`config.mk`:
```
export PLATFORM = sky130hd
export DESIGN_NAME = my_not_pipe
export DESIGN_NICKNAME = d
export VERILOG_FILES = /design/src/rtl/my_not_pipe.sv
export SDC_FILE = /design/constraint.sdc
export NUM_CORES = 1
export LEC_CHECK = 0
export ABC_AREA = 0
export BUFFER_PORTS_ARGS = -buffer_cell sky130_fd_sc_hd__buf_2
export CAP_MARGIN = 10
export CORE_ASPECT_RATIO = 0.8
export CORE_UTILIZATION = 52
export DETAILED_ROUTE_END_ITERATION = 16
export PLACE_DENSITY = 0.9
export SLEW_MARGIN = 15
export SYNTH_ARGS = -nofsm -noshare
export SYNTH_HDL_FRONTEND = slang
export SYNTH_SLANG_ARGS = --single-unit
```
`constraint.sdc`:
```
create_clock -name clk -period 2.19 [get_ports clk]
set_input_delay 0.1095 -clock clk [delete_from_list [all_inputs] [get_ports clk]]
set_output_delay 0.1095 -clock clk [all_outputs]
set_load 0.05 [all_outputs]
```
`src/rtl/my_not_pipe.sv`:
```
`default_nettype none
// +--------------------------------------------------------------------------+
// | Module      : my_not_pipe                                                |
// | Description : Pipelined WIDTH-bit inverter with valid/ready flow control,|
// |               selectable transform mode and a saturating beat counter.   |
// | Revision    : 1.0  initial release                                       |
// +--------------------------------------------------------------------------+
module my_not_pipe #(
   parameter int WIDTH  = 8,
   parameter int STAGES = 2
) (
   input  logic             clk,
   input  logic             rst,
   input  logic             in_valid,
   output logic             in_ready,
   input  logic [WIDTH-1:0] in_data,
   input  logic [1:0]       mode,
   input  logic [WIDTH-1:0] mask,
   output logic             out_valid,
   input  logic             out_ready,
   output logic [WIDTH-1:0] out_data,
   output logic [15:0]      beat_cnt
);

   localparam logic [1:0]  c_MODE_PASS   = 2'b00;
   localparam logic [1:0]  c_MODE_INV    = 2'b01;
   localparam logic [1:0]  c_MODE_MASK   = 2'b10;
   localparam logic [1:0]  c_MODE_ODD    = 2'b11;
   localparam logic [15:0] c_CNT_MAX     = 16'hFFFF;

   // Per-stage state: one valid bit and one data word per register stage.
   logic [STAGES-1:0] valid_q, valid_d;
   logic [WIDTH-1:0]  data_q [STAGES];
   logic [WIDTH-1:0]  data_d [STAGES];
   logic              toggle_q, toggle_d;
   logic [15:0]       beat_cnt_q, beat_cnt_d;

   // w_ready[k] : stage k can take a new word this cycle; w_ready[STAGES] is the sink.
   logic [STAGES:0]   w_ready;
   logic              w_in_fire;
   logic              w_out_fire;
   logic [WIDTH-1:0]  w_xform;

   // Ready chain: a stage is ready when empty or when its contents leave this cycle.
   always_comb begin
      w_ready          = '0;
      w_ready[STAGES]  = out_ready;
      for (int k = STAGES - 1; k >= 0; k--) begin
         w_ready[k] = !valid_q[k] || w_ready[k+1];
      end
   end

   assign w_in_fire  = in_valid && w_ready[0];
   assign w_out_fire = valid_q[STAGES-1] && out_ready;

   // Transform applied once, at acceptance; later stages only carry the result.
   always_comb begin
      w_xform = in_data;
      case (mode)
         c_MODE_PASS: w_xform = in_data;
         c_MODE_INV:  w_xform = ~in_data;
         c_MODE_MASK: w_xform = in_data ^ mask;
         c_MODE_ODD:  w_xform = toggle_q ? ~in_data : in_data;
         default:     w_xform = in_data;
      endcase
   end

   // Next-state: advance stages that are ready, keep the rest, update toggle and counter.
   always_comb begin
      valid_d    = valid_q;
      data_d     = data_q;
      toggle_d   = toggle_q;
      beat_cnt_d = beat_cnt_q;

      // Stage 0 takes from the upstream port.
      if (w_ready[0]) begin
         valid_d[0] = in_valid;
         if (in_valid) begin
            data_d[0] = w_xform;
         end
      end

      // Later stages take from their predecessor; data only moves with a valid word
      // so an emptied output stage still shows its last value.
      for (int k = 1; k < STAGES; k++) begin
         if (w_ready[k]) begin
            valid_d[k] = valid_q[k-1];
            if (valid_q[k-1]) begin
               data_d[k] = data_q[k-1];
            end
         end
      end

      if (w_in_fire) begin
         toggle_d = ~toggle_q;
      end

      if (w_out_fire && (beat_cnt_q != c_CNT_MAX)) begin
         beat_cnt_d = beat_cnt_q + 16'd1;
      end
   end

   // State registers with synchronous reset that drops every in-flight beat.
   always_ff @(posedge clk) begin
      if (rst) begin
         valid_q    <= '0;
         toggle_q   <= 1'b0;
         beat_cnt_q <= '0;
         for (int k = 0; k < STAGES; k++) begin
            data_q[k] <= '0;
         end
      end else begin
         valid_q    <= valid_d;
         toggle_q   <= toggle_d;
         beat_cnt_q <= beat_cnt_d;
         for (int k = 0; k < STAGES; k++) begin
            data_q[k] <= data_d[k];
         end
      end
   end

   assign in_ready  = w_ready[0];
   assign out_valid = valid_q[STAGES-1];
   assign out_data  = data_q[STAGES-1];
   assign beat_cnt  = beat_cnt_q;

endmodule
`default_nettype wire
```
Word-level counts from Yosys, hierarchy flattened
Cells that the tools add are included.
Widths: inputs -> output; s select.
{"block": "classes", "addsub": 1, "eq_ne": 4, "n_mux": 2, "n_bitwise": 3, "reduce_logical": 10}
{"cell": "$pmux 8 s4", "count": 1}
{"cell": "$add 16x1->16 const B", "count": 1}
{"cell": "$ne 16x16->1 const B", "count": 1}
{"cell": "$mux 8", "count": 1}
{"cell": "$not 8->8", "count": 1}
{"cell": "$xor 8x8->8", "count": 1}
{"cell": "$eq 2x2->1 const B", "count": 2}
{"cell": "$reduce_and 2->1", "count": 2}
{"cell": "$logic_and 1x1->1", "count": 3}
{"cell": "$eq 2x1->1 const B", "count": 1}
{"cell": "$logic_not 1->1", "count": 2}
{"cell": "$logic_not 2->1", "count": 1}
{"cell": "$logic_or 1x1->1", "count": 2}
{"cell": "$not 1->1", "count": 1}
{"block": "word_totals", "regBits": 35, "inputBits": 22, "output_inout_bits": 26, "wordCells": 26}

Depth between registers and ports, before layout
Gate-level depths: netlist (run 1).
{"block": "depth", "ltp_word": 4, "depth_mapped": 6, "ltp_nobuf": 5}

Worst setup path after synthesis (run 1)
Ideal clock, no wire load.
{"block": "synth_path", "path_type": "register to register", "start": "register beat_cnt_q[1], in the netlist beat_cnt[1]", "end": "register beat_cnt_q[9], in the netlist beat_cnt[9]", "setup_time_ps": 123, "arrival_ps": 2071, "required_time_ps": 2067, "path_slack_ps": -4, "stages_incl_launch_ff": 6, "path_buffers": 0, "synth_period_minus_slack_ps": 2194, "path_cell_list": "dfxtp_1 > ha_1 > nand4_4 > nor4_4 > nor4_1 > mux2_1"}
{"block": "synth_via", "elab_chain_cells": 2, "word_cells_on_any_way": 3, "cone_classes": "1 x add/sub; 1 x eq/ne; 1 x reduce/logical"}
{"item": "start, declared", "line_no": "36", "source": "logic [15:0] beat_cnt_q, beat_cnt_d;"}
{"item": "start signal, assigned", "line_no": "115", "source": "beat_cnt_q <= beat_cnt_d;"}
{"item": "branches (longest 2 deep; another with $add 16x1->16)"}
Several ways; the timed one is not identified.
A chain may end at the register's enable or synchronous reset.

Final worst setup path (run 1)
{"block": "layout_path", "start": "register beat_cnt_q[0], in the netlist beat_cnt[0]", "end": "register beat_cnt_q[1], in the netlist beat_cnt[1]"}
The elaborated chain is that of the path after synthesis.

==> results.yml, run 1 <==
run_status:
  status: "finished clean"
timing:
  hold_viol_final: 0
  fin_skew_ns: 0.003201
  setup_tns_ns: 0
  rsz0062_at_grt: "no"
  hold_slack_ns: 0.06310
  slew_viol_final: 0
  max_freq_ghz: 0.5255
  fin_crit_ns: 1.903
  setup_viol: 0
  fin_crit_sh_pct: 86.90
  slew_headroom_pct: 55.16
  worstMarginPinSlew_ns: 0.6726
critical_path:
  critical_path.top_delay_family: "simple AND/OR/NAND/NOR gates"
  crit_fanout: 12
  critical_path_class: "flip-flop to flip-flop"
  r2r_start: "beat_cnt[0]"
  r2r_cells: 6
  cpMaxStageDelayCell: "nor4_4"
  path_buf_inv: 1
  startpoint_type: "flip-flop"
  timing.rr.end: "beat_cnt[1]"
  cp.required_ns: 2.37
  cp-startpoint: "beat_cnt[0]"
  r2r_slack_ns: 0.29
  arrival_ns: 2.08
  critPathMaxStageDelay_ns: 0.50
  worstPathCellList: "ha_1 > nand4_4 > nor4_4 > buf_4 > nor3b_1 > o21ba_1"
  end_kind: "flip-flop"
power:
  leakage_nw: 0.9104
  internal_power_mw: 1.055
  p_seq_share_pct: 48.6
  powerDensity_mw_per_mm2: 676.0
  combPwrFrac_pct: 11.1
  clkPwrFrac_pct: 40.3
  irDropWorstVdd_v: 0.0003939
  p_sw_share_pct: 23.80
  switching_power_mw: 0.3295
global_route:
  grt_pass1_vias: 1207
  grt_antenna_before_repair: 0
  grt_pass1_wl_mm: 5.513
  gr-total-overflow: 0
  gr-usage-all-layers_pct: 20.99
  grt_max_degree: 40
place:
  gp_congestion: 0.8386
  io_buffer_count: 47
  post-dp-hpwl_mm: 2.459
logic_synthesis:
  synth_flop_cell: "dfxtp_1"
  synth-seq-area-share_pct: 39.77
  synth_area_per_cell_um2: 8.765
  synthCells: 201
  async_reset_ff_share_pct: 0
  syn_area_mm2: 0.001762
  synth_edf_count: 0
  syn_nets: 224
  ys_warn_count: 0
  synth_cell_types: 42
  synth_seq_cells: 35
worst_hold_path:
  min_path_type: "primary input to flip-flop"
  min-delay-start: "in_valid"
  whs_endpoint: "valid_q[0]"
  whs_path_depth: 3
floorplan:
  die_h_um: 54.06
  dieArea_mm2: 0.003626
  rows: 18
  die_x_um: 67.08
  io_pins: 48
  start_util_pct: 55.87
  core-area_mm2: 0.003153
detailed_routing:
  routed-via-count: 1505
  drc: 0
  routedWlPerCell_um: 12.35
  wl_mm: 3.420
  route.met2.wl_mm: 1.552
  met1_length_mm: 1.603
  antenna_left: 0
  vias_per_cell: 5.433
  drt_iter0_drc: 87
  wl_met3_um: 212
  maxUsedRoutingLayer: "met4"
  drtPass1Iterations: 4
final_layout:
  nNetsFinal: 260
  areaGrowthSynthToFinish_pct: 16.26
  antenna_cells: 0
  drive_gt1_share_pct: 29.96
clock_tree:
  cts_root_buf: "clkbuf_8"
  post_cts_resized: 0
  numClockSinks: 35
  cts_hold_buf: 0
  clkLatencyLatePin_ns: 0.29
  cts_tree: "yes"
  path_clk_slew_ns: 0.07
  h-tree-depth: 2
  postCtsSetupRepairBufs: 0
  cts_buffer_depth: 2
  numCtsBuffers: 5
job:
  drv_cap: 0
==> worst register-to-register path, cell delays in order (launching register included) <==
cell     delay, ns
dfxtp_2       0.37
ha_1          0.24
nand4_4       0.21
nor4_4        0.50
buf_4         0.24
nor3b_1       0.06
o21ba_1       0.18
==> synthesized netlist by cell type, drive strengths merged, types with 2 or more instances <==
master	n	area (µm²)
mux2	4	45.04
clkbuf	5	18.77
o21ai	5	28.78
o31ai	3	22.52
nor2b	5	31.28
a21oi	18	90.09
dfxtp	35	700.7
or4	3	23.77
nand4	6	67.56
nor2	34	127.6
nor3	2	10.01
nand2	8	30.03
buf	14	93.84
xnor2	9	78.83
mux2i	9	90.09
and2	2	12.52
nand3	4	20.02
a211oi	9	67.56
inv	5	18.77
or3	4	28.78
nor4	7	65.06
==> power groups by stage <==
stage	Sequential, mW	Combinational (mW)	Clock [mW]
after detailed placement	0.688	0.154	0
after CTS	0.674	0.155	0.574
final	0.674	0.154	0.557
after global placement	0.687	0.151	0
after global routing	0.677	0.170	0.595
after floorplan	0.693	0.117	0
==> routing by layer <==
metal  global-route usage (%)  vias up
met3                    5.085        5
met5                        0        -
met2                    31.00       37
met4                    10.64        0
li1                         -      777
met1                    28.35      686
==> flip-flops by register name (all words and copies together) (netlist names) <==
signal,count
data_q,8
valid_q,2
toggle_q,1
beat_cnt,16
out_data,8
==> cells in the final DEF, fill, tap and decap left out, drive strengths merged <==
cell type / count
nand4: 6
o31ai: 3
o21ba: 1
mux2i: 9
or2: 1
nand3: 4
or3: 4
nor2b: 5
nor3: 2
inv: 5
o21ai: 5
a21oi: 18
nor3b: 1
or4: 3
xnor2: 9
nand3b: 1
and3b: 1
and4: 1
bufinv: 1
nor2: 34
o21a: 1
nand2: 8
o311a: 1
o2111ai: 1
clkbuf: 6
buf: 48
nor4: 7
a211oi: 9
ha: 1
and2: 2
mux2: 4
dfxtp: 35
==> logic make-up (layout without fill, tap and decap cells) <==
logic type	after synthesis	count (layout)	share of synthesized area, %
mux	13	13	7.670
fa+ha+maj	1	1	0.7101
flops	35	35	39.77
compound gates	39	39	13.99
xor+xnor	9	9	4.475
simple gates	80	80	25.92
buf+inv	24	60	7.458
==> cell type report <==
cell class / count / area [µm²]
fill: 270 / 1105
clock inverter: 1 / 30.03
inverter: 5 / 18.77
timing repair buffer: 48 / 242.7
multi-input combinational: 142 / 929.6
sequential: 35 / 704.4
clock buffer: 6 / 72.57
tap: 40 / 50.05
==> worst max-delay path by stage <==
stage	depth (start not counted)	slack, ns	end
after floorplan	4	0.18	beat_cnt[9]
after global placement	6	0.35	beat_cnt[1]
after detailed placement	6	0.31	beat_cnt[1]
after CTS	6	0.29	beat_cnt[1]
after global routing	6	0.09	beat_cnt[3]
final	6	0.29	beat_cnt[1]
==> stage by stage <==
stage | worst slack (ns) | area, µm² | total power [mW] | instances | util (%)
4_1_cts | 0.2875 | 2048 | 1.402 | 277 | 64.96
3_5_place_dp | 0.3113 | 1946 | 0.8424 | 270 | 61.71
5_1_grt | 0.09428 | 2048 | 1.442 | 277 | 64.96
6_report | 0.2870 | 2048 | 1.385 | 277 | 64.96
3_3_place_gp | 0.3513 | 1946 | 0.8388 | 270 | 61.71
2_1_floorplan | 0.1795 | 1765 | 0.8100 | 201 | -
(Power assumes the default switching activity.)
==> run 2: changes to the inputs <==
Settings changed: REMOVE_ABC_BUFFERS set to 1.
==> run 2 against run 1 <==
Largest cell class unchanged. Maximum frequency down 2.0%. Via count up 1.2%. Largest power group is now clock. Sequential power about the same. First-iteration DRC count up 26%. Utilization up 0.95 points. Total power up 10%. Combinational power about the same. Sequential share of layout area down 0.68 points. Highest routed layer unchanged.
==> results.yml, run 2 (synthesis results as in run 1) <==
critical_path:
  critical_path_class: "flip-flop to flip-flop"
  worstPathCellList: "ha_1 > nand4_4 > nor4_4 > buf_4 > nor3b_1 > o21ba_1"
  cp.required_ns: 2.38
  r2r_cells: 6
  cpMaxStageDelayCell: "nor4_4"
  r2r_slack_ns: 0.25
  arrival_ns: 2.13
  startpoint_type: "flip-flop"
  end_kind: "flip-flop"
  crit_fanout: 14
  critPathMaxStageDelay_ns: 0.45
global_route:
  gr-total-overflow: 0
  use_met3_pct: 5.297
  grt_max_degree: 40
  gr-usage-met1_pct: 28.02
  grtUsageMet2_pct: 31.50
  grt_busiest_layer: "met2"
  grt_pass1_vias: 1305
  grt_antenna_before_repair: 0
  grt_pass1_wl_mm: 5.699
  gr-usage-all-layers_pct: 21.27
detailed_routing:
  routed-via-count: 1523
  drtPass1Iterations: 4
  antenna_left: 0
  wl_mm: 3.473
  vias_per_cell: 5.478
  routedWlPerCell_um: 12.49
  drt_iter0_drc: 110
  drc: 0
final_layout:
  drive_gt1_share_pct: 29.41
  mostFrequentLayoutCells: "buf_2, dfxtp_1, nor2_1"
  finalNonFillerCells: 278
  largest_reg_flops: 16
  post-route-util_pct: 65.91
  areaGrowthSynthToFinish_pct: 17.97
  nNetsFinal: 260
  fillers: 271
  layout_commonest_cell: "buf_2"
  antenna_cells: 0
power:
  p_sw_share_pct: 22.87
  clkPwrFrac_pct: 45.6
  p_seq_share_pct: 44.2
  leakage_nw: 0.9222
  irDropWorstVdd_v: 0.0005289
  internal_power_mw: 1.175
  combPwrFrac_pct: 10.1
  switching_power_mw: 0.3483
  powerDensity_mw_per_mm2: 732.9
clock_tree:
  h-tree-depth: 2
  cts_buffer_depth: 2
  cts_tree: "yes"
  post_cts_resized: 0
  cts_root_buf: "clkbuf_8"
  path_clk_slew_ns: 0.07
  postCtsSetupRepairBufs: 0
  numCtsBuffers: 5
  clkLatencyLatePin_ns: 0.29
  numClockSinks: 35
  cts_hold_buf: 0
place:
  place_inst: 270
  post-dp-hpwl_mm: 2.412
  gp_congestion: 0.8062
  io_buffer_count: 47
timing:
  setup_tns_ns: 0
  fin_crit_ns: 1.941
  fin_crit_sh_pct: 88.64
  setup_viol: 0
  fin_skew_ns: 0.005278
  slew_viol_final: 0
  hold_viol_final: 0
  rsz0062_at_grt: "no"
  slew_headroom_pct: 55.67
  max_freq_ghz: 0.5151
  worstMarginPinSlew_ns: 0.6650
floorplan:
  die_h_um: 54.06
  die_x_um: 67.08
  start_util_pct: 55.87
  io_pins: 48
  dieArea_mm2: 0.003626
  rows: 18
  core-area_mm2: 0.003153
worst_hold_path:
  whs_path_depth: 3
  min_path_type: "primary input to flip-flop"
job:
  drv_cap: 0
run_status:
  status: "finished clean"
-- run 2: cell count changes in the layout (fill, tap and decap cells not counted) --
cell,delta
bufinv_16,+1
dfxtp_2,-3
dfxtp_1,+3
clkinvlp_4,+1
clkbuf_1,-1
-- run 2: per-layer routing --
metal	up-vias	part of all wire [%]
met2	38	46
met4	0	2.2
li1	779	-
met1	699	47
met3	7	5.5
met5	-	0
-- run 2: worst max-delay path: cells and delay by family, from the launching register on --
family | cells | cell delay [ns]
adders and majority gates | 1 | 0.27
and+or+nand+nor | 3 | 0.73
buffers and inverters | 1 | 0.25
AOI/OAI and AO/OA | 1 | 0.18
DFF | 1 | 0.41
-- run 2: final cells by class --
cell class	instances	area, µm²	area share (%)
timing repair buffer	48	242.7	11.68
clock inverter	3	67.56	3.251
tap	40	50.05	2.408
multi-input combinational	142	929.6	44.73
sequential	35	700.7	33.71
inverter	5	18.77	0.9031
clock buffer	5	68.82	3.311
-- run 2: worst paths after layout --
kind                                   from          end
worst min-delay path               in_valid   valid_q[0]
worst max register to register  beat_cnt[0]  beat_cnt[1]
worst min register to register  out_data[1]  out_data[1]
worst max-delay path            beat_cnt[0]  beat_cnt[1]
-- run 2: power groups by stage --
stage	Combinational [mW]	Sequential, mW	Clock (mW)
floorplan	0.0756	0.712	0
global placement	0.151	0.687	0
detailed placement	0.153	0.688	0
CTS	0.155	0.674	0.700
global route	0.173	0.676	0.732
finish	0.155	0.674	0.695
-- run 2: stage by stage --
stage / area, µm² / total power, mW / setup WS (ns) / hold slack [ns]
4_1_cts: 2078 / 1.528 / 0.2596 / 0.06097
5_1_grt: 2078 / 1.581 / 0.08552 / 0.05899
2_1_floorplan: 1649 / 0.7873 / -0.1745 / 0.1786
3_5_place_dp: 1942 / 0.8413 / 0.2679 / 0.3641
3_3_place_gp: 1942 / 0.8377 / 0.3560 / 0.3552
6_report: 2078 / 1.523 / 0.2488 / 0.06047
